[config.mk]
export PLATFORM = sky130hd
export DESIGN_NAME = alu_exec_ctrl
export DESIGN_NICKNAME = d
export VERILOG_FILES = /design/src/rtl/alu_pkg.sv /design/src/rtl/alu_opmap.sv /design/src/rtl/alu_exec_ctrl.sv
export SDC_FILE = /design/constraint.sdc
export NUM_CORES = 1
export LEC_CHECK = 0
export CAP_MARGIN = 30
export CORE_ASPECT_RATIO = 1.2
export CORE_MARGIN = 2
export CORE_UTILIZATION = 36
export CTS_CLUSTER_SIZE = 40
export DETAILED_ROUTE_END_ITERATION = 16
export PLACE_DENSITY = 0.86
export SYNTH_ARGS = -nofsm -noshare
export SYNTH_HDL_FRONTEND = slang
export SYNTH_SLANG_ARGS = --single-unit
[constraint.sdc]
create_clock -name clk -period 2.3 [get_ports clk]
set_input_delay 0.46 -clock clk [delete_from_list [all_inputs] [get_ports clk]]
set_output_delay 0.46 -clock clk [all_outputs]
set_load 0.01 [all_outputs]
[src/rtl/alu_pkg.sv]
// Shared opcode constants, opcode-class encodings, FSM states and flag layout
// for the ALU execute controller.
package alu_pkg;

    localparam logic [7:0] OP_NOP  = 8'h00;
    localparam logic [7:0] OP_SUB  = 8'h09;
    localparam logic [7:0] OP_CMP  = 8'h0B;
    localparam logic [7:0] OP_CMPU = 8'h0F;

    // Opcode classes by high nibble
    localparam logic [3:0] CLS_REG   = 4'b0000;
    localparam logic [3:0] CLS_ADDI  = 4'b0101;
    localparam logic [3:0] CLS_ADDUI = 4'b0110;
    localparam logic [3:0] CLS_ADDCI = 4'b0111;
    localparam logic [3:0] CLS_SUBCI = 4'b1000;
    localparam logic [3:0] CLS_SUBI  = 4'b1001;
    localparam logic [3:0] CLS_CMPI  = 4'b1011;

    localparam int FLAG_W = 5;

    // Field order gives the flag bit indices: Z=4, C=3, F=2, N=1, L=0
    typedef struct packed {
        logic z;
        logic c;
        logic f;
        logic n;
        logic l;
    } flags_t;

    typedef enum logic [1:0] {
        ST_IDLE,
        ST_READ,
        ST_EXEC,
        ST_WB
    } state_t;

    function automatic logic is_undef_reg(input logic [3:0] lo);
        return (lo == 4'b1010) || (lo == 4'b1100) || (lo == 4'b1101) || (lo == 4'b1110);
    endfunction

endpackage

[src/rtl/alu_opmap.sv]
// Combinational opcode decode: ALU opcode remap, immediate selection and
// writeback / flag-update enables.
module alu_opmap
    import alu_pkg::*;
(
    input  logic [7:0] opcode,
    output logic [7:0] alu_opcode,
    output logic       imm_sel,
    output logic       sign_ext,
    output logic       wb_en,
    output logic       flag_en
);

    always_comb begin
        alu_opcode = OP_NOP;
        imm_sel    = 1'b0;
        sign_ext   = 1'b0;
        wb_en      = 1'b0;
        flag_en    = 1'b0;
        case (opcode[3+4:4])
            CLS_REG: begin
                // Undefined register-register encodings fall through as NOP
                if (opcode != OP_NOP && !is_undef_reg(opcode[3:0])) begin
                    alu_opcode = opcode;
                    flag_en    = 1'b1;
                    wb_en      = !(opcode == OP_CMP || opcode == OP_CMPU);
                end
            end
            CLS_ADDI: begin
                alu_opcode = opcode;
                imm_sel    = 1'b1;
                sign_ext   = 1'b1;
                wb_en      = 1'b1;
                flag_en    = 1'b1;
            end
            CLS_ADDUI, CLS_ADDCI, CLS_SUBCI: begin
                alu_opcode = opcode;
                imm_sel    = 1'b1;
                wb_en      = 1'b1;
                flag_en    = 1'b1;
            end
            CLS_SUBI: begin
                alu_opcode = OP_SUB;
                imm_sel    = 1'b1;
                sign_ext   = 1'b1;
                wb_en      = 1'b1;
                flag_en    = 1'b1;
            end
            CLS_CMPI: begin
                alu_opcode = OP_CMP;
                imm_sel    = 1'b1;
                sign_ext   = 1'b1;
                flag_en    = 1'b1;
            end
            default: ;
        endcase
    end

endmodule

[src/rtl/alu_exec_ctrl.sv]
// Multi-cycle execute controller: accepts one instruction, reads the register
// file, drives the external ALU, then writes back the result and flags.
module alu_exec_ctrl
    import alu_pkg::*;
#(
    parameter int DATA_W  = 16,
    parameter int RADDR_W = 4
) (
    input  logic               clk,
    input  logic               reset,
    input  logic               instr_valid,
    output logic               instr_ready,
    input  logic [7:0]         opcode,
    input  logic [RADDR_W-1:0] rdest,
    input  logic [RADDR_W-1:0] rsrc,
    input  logic [7:0]         imm,
    output logic [RADDR_W-1:0] rf_raddr_a,
    output logic [RADDR_W-1:0] rf_raddr_b,
    input  logic [DATA_W-1:0]  rf_rdata_a,
    input  logic [DATA_W-1:0]  rf_rdata_b,
    output logic               rf_we,
    output logic [RADDR_W-1:0] rf_waddr,
    output logic [DATA_W-1:0]  rf_wdata,
    output logic [DATA_W-1:0]  alu_a,
    output logic [DATA_W-1:0]  alu_b,
    output logic [7:0]         alu_opcode,
    output logic               alu_cin,
    input  logic [DATA_W-1:0]  alu_c,
    input  logic [FLAG_W-1:0]  alu_flags,
    output logic [FLAG_W-1:0]  psr,
    output logic               done
);

    state_t                     state;
    flags_t                     psr_q;
    logic [7:0]                 opcode_p0;
    logic [7:0]                 imm_p0;
    logic signed [DATA_W-1:0]   result_p2;
    logic [7:0]                 map_opcode;
    logic                       imm_sel;
    logic                       sign_ext;
    logic                       wb_en;
    logic                       flag_en;
    logic                       accept;

    function automatic logic signed [DATA_W-1:0] ext_imm(input logic [7:0] v, input logic sx);
        logic signed [DATA_W-1:0] r;
        r = sx ? {{(DATA_W-8){v[7]}}, v} : {{(DATA_W-8){1'b0}}, v};
        return r;
    endfunction

    alu_opmap u_opmap (
        .opcode     (opcode_p0),
        .alu_opcode (map_opcode),
        .imm_sel    (imm_sel),
        .sign_ext   (sign_ext),
        .wb_en      (wb_en),
        .flag_en    (flag_en)
    );

    assign accept = (state == ST_IDLE) && instr_valid;

    // ---- stage p0: instruction capture ----
    always_ff @(posedge clk) begin
        if (accept) begin
            opcode_p0 <= opcode;
            imm_p0    <= imm;
        end
    end

    always_ff @(posedge clk) begin
        if (reset) begin
            state       <= ST_IDLE;
            instr_ready <= 1'b1;
            rf_we       <= 1'b0;
            done        <= 1'b0;
            psr_q       <= '0;
            rf_raddr_a  <= '0;
            rf_raddr_b  <= '0;
            result_p2   <= '0;
        end else begin
            rf_we <= 1'b0;
            done  <= 1'b0;
            case (state)
                ST_IDLE: begin
                    if (instr_valid) begin
                        state       <= ST_READ;
                        instr_ready <= 1'b0;
                        rf_raddr_a  <= rdest;
                        rf_raddr_b  <= rsrc;
                    end
                end
                ST_READ: state <= ST_EXEC;
                // ---- stage p2: ALU result and flags captured ----
                ST_EXEC: begin
                    state     <= ST_WB;
                    result_p2 <= alu_c;
                    if (flag_en)
                        psr_q <= flags_t'(alu_flags);
                    rf_we     <= wb_en;
                    done      <= 1'b1;
                end
                ST_WB: begin
                    state       <= ST_IDLE;
                    instr_ready <= 1'b1;
                end
                default: begin
                    state       <= ST_IDLE;
                    instr_ready <= 1'b1;
                end
            endcase
        end
    end

    // ---- stage p1: register data arrives, ALU driven during EXEC ----
    always_comb begin
        alu_a      = '0;
        alu_b      = '0;
        alu_cin    = 1'b0;
        alu_opcode = OP_NOP;
        if (state == ST_EXEC) begin
            alu_a      = rf_rdata_a;
            alu_b      = imm_sel ? ext_imm(imm_p0, sign_ext) : rf_rdata_b;
            alu_cin    = psr_q.c;
            alu_opcode = map_opcode;
        end
    end

    // rf_raddr_a keeps the latched rdest for the whole instruction
    assign rf_waddr = rf_raddr_a;
    assign rf_wdata = result_p2;
    assign psr      = psr_q;

endmodule

# After elaboration in Yosys (flattened, before gate mapping)
# Cells that the tools add are included.
# classes
eq_ne	16
mux	19
bitwise_logic	1
n_reduce_logical	20
# ops
op	count
$mux W16	4
$pmux W8 S4	1
$eq A4 B4 Y1 const B	7
$eq A8 B4 Y1 const B	2
$mux W8	2
$eq A4 B3 Y1 const B	3
$pmux W2 S4	1
$reduce_bool A8 Y1	1
$mux W1	7
$pmux W1 S2	3
$reduce_and A2 Y1	3
$reduce_or A6 Y1	1
$reduce_or A5 Y1	1
$eq A2 B2 Y1 const B	2
$logic_not A4 Y1	1
$logic_or A1 B1 Y1	4
$reduce_or A4 Y1	1
$reduce_or A3 Y1	1
$eq A2 B1 Y1 const B	1
$logic_and A1 B1 Y1	2
$logic_not A1 Y1	2
$logic_not A2 Y1	1
$mux W2	1
$ne A2 B2 Y1 const B	1
other kinds (3)	3
# word_totals
reg_bits	50
out_inout_bits	77
word_cells	70

# Depth between registers and ports, before layout
# depth
word_depth	9
ltp_mapped	7
depth_no_buf	6

# By module
# From an unflattened synthesis, not the netlist that was laid out.
# unflattened
cells_unflattened	248
area_unflattened_um2	2524.9
# by_module_without_submodules
mod	n_inst	cells_each	area_per_inst_um2	seq_area_each_um2
alu_exec_ctrl	1	217	2293.4	1161.1
alu_opmap	1	31	231.5	0.0

# Least setup slack after synthesis
# Ideal clock, no wire load.
# synth_path
path_kind	register -> output
startpoint	register opcode_p0[1]
endpoint	output alu_opcode[0]
t_arrival_ns	1.534
required_time_ns	1.840
setup_slack_ns	0.306
path_stages_with_launch	6
path_buffers	0
cell_sequence	edfxtp_1 > nor4_2 > nor2_1 > a2111oi_2 > o21bai_1 > o21ai_1
# synth_between
elab_chain_cells	9
elab_cells_between_ends	13
# synth_rtl
element	line_no	text
from (decl)	alu_exec_ctrl.sv:36	logic [7:0] opcode_p0;
from (signal assigned)	alu_exec_ctrl.sv:66	opcode_p0 <= opcode;
$eq A4 B4 Y1	alu_pkg.sv:38	return (lo == 4'b1010) || (lo == 4'b1100) || (lo == 4'b1101) || (lo == 4'b1110);
$logic_or A1 B1 Y1 (3 in series)	alu_pkg.sv:38	
$logic_not A1 Y1	alu_opmap.sv:23	if (opcode != OP_NOP && !is_undef_reg(opcode[3:0])) begin
$logic_and A1 B1 Y1 (*)	alu_opmap.sv:23	
$mux W8 (*)	alu_opmap.sv:23	
$pmux W8 S4 (*)	alu_opmap.sv:20	case (opcode[3+4:4])
$mux W8 (*)	alu_exec_ctrl.sv:121	if (state == ST_EXEC) begin
to (decl)	alu_exec_ctrl.sv:26	output logic [7:0] alu_opcode,
# Mark *: on every way between the ends. The rest lies on a longest branch, timed or not.

# Worst setup path after layout
# layout_path
startpoint	register opcode_p0[0]
endpoint	output alu_opcode[0]
# layout_between
elab_chain_cells	9
elab_cells_between_ends	13
# layout_rtl
element	line_no
$eq A4 B4 Y1	alu_pkg.sv:38
$logic_or A1 B1 Y1 (3 in series)	alu_pkg.sv:38
$logic_not A1 Y1	alu_opmap.sv:23
$logic_and A1 B1 Y1	alu_opmap.sv:23
$mux W8	alu_opmap.sv:23
$pmux W8 S4 (*)	alu_opmap.sv:20
$mux W8 (*)	alu_exec_ctrl.sv:121
# Marked as above.

==> qor.log <==
qor: run_status.result_of_the_run complete, but fails checks
qor: run_status.violations setup timing
qor: min_path.holdCritStartpoint rf_raddr_b[2]
qor: global_routing.grtUsageTotal 0.195
qor: worst_setup_path.arrival 2.02 ns
qor: place.detailed_place_hpwl 5.25 mm
qor: timing.setup_viols_final 4
qor: worst_setup_path.critical_path_cell_count 8
qor: route.antenna_left 0
qor: route.detail_route.vias_per_cell 4.72
qor: min_path.min_path_type flop to flop
qor: final_layout.fillerInstances 477
qor: route.drt_iter0_markers 69
qor: worst_setup_path.reg2reg_to psr[4]
qor: route.wl 7.24 mm
qor: floorplanning.core_area 0.00637 mm²
qor: worst_setup_path.crit_path_max_fanout 2
qor: clock_tree.cts.sinks 50
qor: timing.worst_slew_pin_slew 0.600 ns
qor: clock_tree.number_of_buffers_added_to_fix_hold_violations_after_cts 0
qor: place.gp_congestion 0.896
qor: timing.fmax 0.403 GHz
qor: floorplanning.initial_utilization 0.369
qor: timing.period_needed 2.48 ns
qor: worst_setup_path.rr_worst_depth 8
qor: logic_synthesis.ys.warnings.count 0
qor: timing.final.hold.worst_slack 0.463 ns
qor: power.p_clk_frac 0.131
qor: worst_setup_path.worstSetupEndpointType output port
qor: power.combinationalPowerShare 0.541
qor: power.sequentialPowerShare 0.328
qor: clock_tree.clock_latency 0.30 ns
qor: floorplanning.die_x 77.8 µm
qor: power.power.static_leakage 1.83 nW
qor: power.switching_share 0.346
qor: final_layout.synthToLayoutAreaGrowth 88.9%
qor: final_layout.antennaDiodeCount 0
qor: route.drc 0
qor: final_layout.utilization 0.698
qor: worst_setup_path.slowest_stage_cell_cp sky130_fd_sc_hd__edfxtp_1
qor: worst_setup_path.worstReg2RegStart opcode_p0[0]
qor: worst_setup_path.cpLargestDelayFamily compound AO/OA/AOI/OAI gates
qor: global_routing.grt_pass1_wl 11.3 mm
qor: power.power.switching 0.00132 W
qor: worst_setup_path.cp_cell_sequence buf_4 > nor2b_1 > o21ai_2 > a2111oi_4 > o21bai_4 > buf_6 > o21ai_1 > buf_2
qor: timing.slew-limit-headroom 0.598
qor: timing.fin_crit_sh 1.08
qor: global_routing.grt_max_degree 24
qor: worst_setup_path.worst_setup_sp opcode_p0[0]
qor: clock_tree.clock_tree_from_tritoncts yes
qor: timing.hold_violations 0
qor: global_routing.number_of_antenna_violations_at_the_first_check_in_global_routing 0
qor: timing.final.setup_skew 0.0116 ns
qor: worst_setup_path.critical_path.max_stage_delay 0.44 ns
qor: global_routing.overflow 0
qor: floorplanning.fp.dieArea 0.00720 mm²
qor: logic_synthesis.mappedNetlistNets 317
qor: clock_tree.cts.root.buffer_cell sky130_fd_sc_hd__clkbuf_8
qor: power.ir_worst_vdd 0.583 mV
qor: logic_synthesis.ys_seq_area_frac 0.494
qor: global_routing.grt_pass1_vias 2,400
qor: floorplanning.die-height 92.6 µm
qor: place.port-buffer-count 156
qor: timing.finalWorstSetupSlack -0.181 ns
qor: floorplanning.fp-row-count 32
qor: logic_synthesis.syn_inst 234
qor: final_layout.final_nets 508
qor: timing.grt_setup_unrepaired true
qor: route.detailroute.via_count 2,410
qor: logic_synthesis.post_synth_instance_area 0.00235 mm²
qor: timing.maxSlewViolCount 0
qor: logic_synthesis.synthesis.area_per_instance 10.1 µm²
qor: clock_tree.cts_made_buffers 5
qor: floorplanning.io_pins 157
qor: route.wire_length_per_cell_after_detailed_routing 14.2 µm
qor: clock_tree.clk_pin_slew 0.10 ns
qor: route.drt-pass1-iter-count 4
qor: worst_setup_path.setup.worst_path.start_class flop
qor: worst_setup_path.criticalPathCategory flop to output port
qor: worst_setup_path.r2r_slack 0.25 ns
qor: final_layout.final_layout_size_suffix_gt1_frac 0.209
qor: logic_synthesis.yosysUniqueCellTypes 31
qor: worst_setup_path.path_buf_inv 3
qor: clock_tree.clk_path_buf_depth 2
qor: logic_synthesis.yosys_register_bits 50
qor: power.internal_power 0.00251 W
qor: power.pwr_density_cell 862 mW/mm²
qor: worst_setup_path.timing.critical_path.required 1.84 ns
qor: clock_tree.h-tree-depth 2
qor: job.drv_cap 0
qor: worst_setup_path.critPathCapture alu_opcode[0]
-- logic make-up (layout without fill, tap and decap cells) --
family / Yosys count / count (layout) / share of synthesized area
DFF: 50 / 50 / 0.494
muxes: 30 / 30 / 0.128
AOI/OAI and AO/OA: 34 / 35 / 0.112
and+or+nand+nor: 96 / 96 / 0.204
buffers and inverters: 21 / 212 / 0.0468
adders and majority gates: 3 / 3 / 0.0160
-- registers in the layout, indices dropped and copies added (netlist names) --
signal / flops
opcode_p0: 8
rf_wdata: 16
state: 2
rf_raddr_a: 4
done: 1
instr_ready: 1
rf_raddr_b: 4
rf_we: 1
psr: 5
imm_p0: 8
-- tightest hold or removal path, cell delays in order (launching register included) --
cell and delay [ns]:
sky130_fd_sc_hd__dfxtp_1 0.32, sky130_fd_sc_hd__nand2_1 0.05, sky130_fd_sc_hd__a21oi_1 0.05
-- area by class of cell --
type | instances | area, µm² | area share
repair buffers | 200 | 1860 | 0.418
multi-input cells | 164 | 1210 | 0.273
flip-flops and latches | 50 | 1160 | 0.262
well taps | 85 | 106 | 0.0239
clock buffers | 5 | 68.8 | 0.0155
clock inverters | 3 | 21.3 | 0.00479
inverters | 4 | 15.0 | 0.00338
-- worst min-delay path by stage --
stage / slack [ns] / cells after the start / to
finish: 0.46 / 2 / rf_raddr_b[2]
global route: 0.48 / 2 / rf_raddr_b[2]
CTS: 0.46 / 2 / rf_raddr_b[2]
detailed placement: 0.45 / 2 / rf_raddr_b[2]
global placement: 0.44 / 2 / rf_raddr_b[1]
floorplan: 0.48 / 2 / rf_raddr_b[0]
-- stage by stage --
stage / area, µm² / setup WS [ns] / total power (W) / TNS (ns) / cells
global placement: 4110 / -0.117 / 0.00305 / -0.444 / 481
global route: 4440 / -0.292 / 0.00408 / -1.19 / 511
floorplan: 2350 / 0.306 / 0.00217 / 0 / 234
finish: 4440 / -0.181 / 0.00383 / -0.496 / 511
CTS: 4360 / -0.225 / 0.00375 / -0.706 / 505
detailed placement: 4110 / -0.197 / 0.00309 / -1.09 / 481
-- power groups by stage --
stage,sequential (W),clock [W],combinational (W)
5_1_grt,0.00128,0.000562,0.00223
3_5_place_dp,0.00126,0,0.00183
6_report,0.00126,0.000500,0.00207
4_1_cts,0.00124,0.000525,0.00198
3_3_place_gp,0.00124,0,0.00180
2_1_floorplan,0.00130,0,0.000872
-- repair_timing --
action                     in CTS  in global routing
buffers inserted               15                  6
gates cloned                    1                  0
pin swaps                       9                  4
resized for setup              68                 35
setup endpoints to repair      41                 38
-- layout by cell type, fill, tap and decap left out, types with 3 or more instances in the layout --
cell                                n
sky130_fd_sc_hd__a21oi_1           10
sky130_fd_sc_hd__and2_1            18
sky130_fd_sc_hd__and3_1             3
sky130_fd_sc_hd__buf_2             10
sky130_fd_sc_hd__buf_4             34
sky130_fd_sc_hd__buf_6              8
sky130_fd_sc_hd__clkbuf_2           6
sky130_fd_sc_hd__clkbuf_8           5
sky130_fd_sc_hd__clkdlybuf4s50_1  131
sky130_fd_sc_hd__dfxtp_1           33
sky130_fd_sc_hd__dlygate4sd2_1      6
sky130_fd_sc_hd__edfxtp_1          16
sky130_fd_sc_hd__mux2i_1           30
sky130_fd_sc_hd__nand2_1           19
sky130_fd_sc_hd__nor2_1            28
sky130_fd_sc_hd__nor2b_1           12
sky130_fd_sc_hd__o21a_1            11
-- cell usage after synthesis (all sizes together) --
master   count  area, µm²
and3         4       25.0
mux2i       30        300
edfxtp      16        480
dfxtp       34        681
o21ai        6       30.0
and2        18        113
a21oi       10       50.1
nor2        31        119
nand2b       3       18.8
a32oi        1       27.5
clkbuf       7       26.3
nor3         3       15.0
nor2b       14       87.6
o21bai       2       15.0
inv          3       11.3
ha           3       37.5
a22oi        1       7.51
o2bb2ai      1       27.5
nor4b        1       8.76
clkinv       1       3.75
o21a        11       82.6
a211oi       1       7.51
nand3        2       10.0
nand2       19       71.3
a2111oi      1       15.0
nor4         1       12.5
buf         10       68.8
-- layer usage --
| metal | routed length [µm] | vias to the layer above | GRT usage |
|---|---|---|---|
| li1 | - | 1177 | - |
| met1 | 2690 | 1124 | 0.207 |
| met2 | 3880 | 98 | 0.373 |
| met3 | 517 | 11 | 0.0478 |
| met4 | 154 | 0 | 0.0580 |
| met5 | 0 | - | 0 |
(Power assumes the default switching activity.)
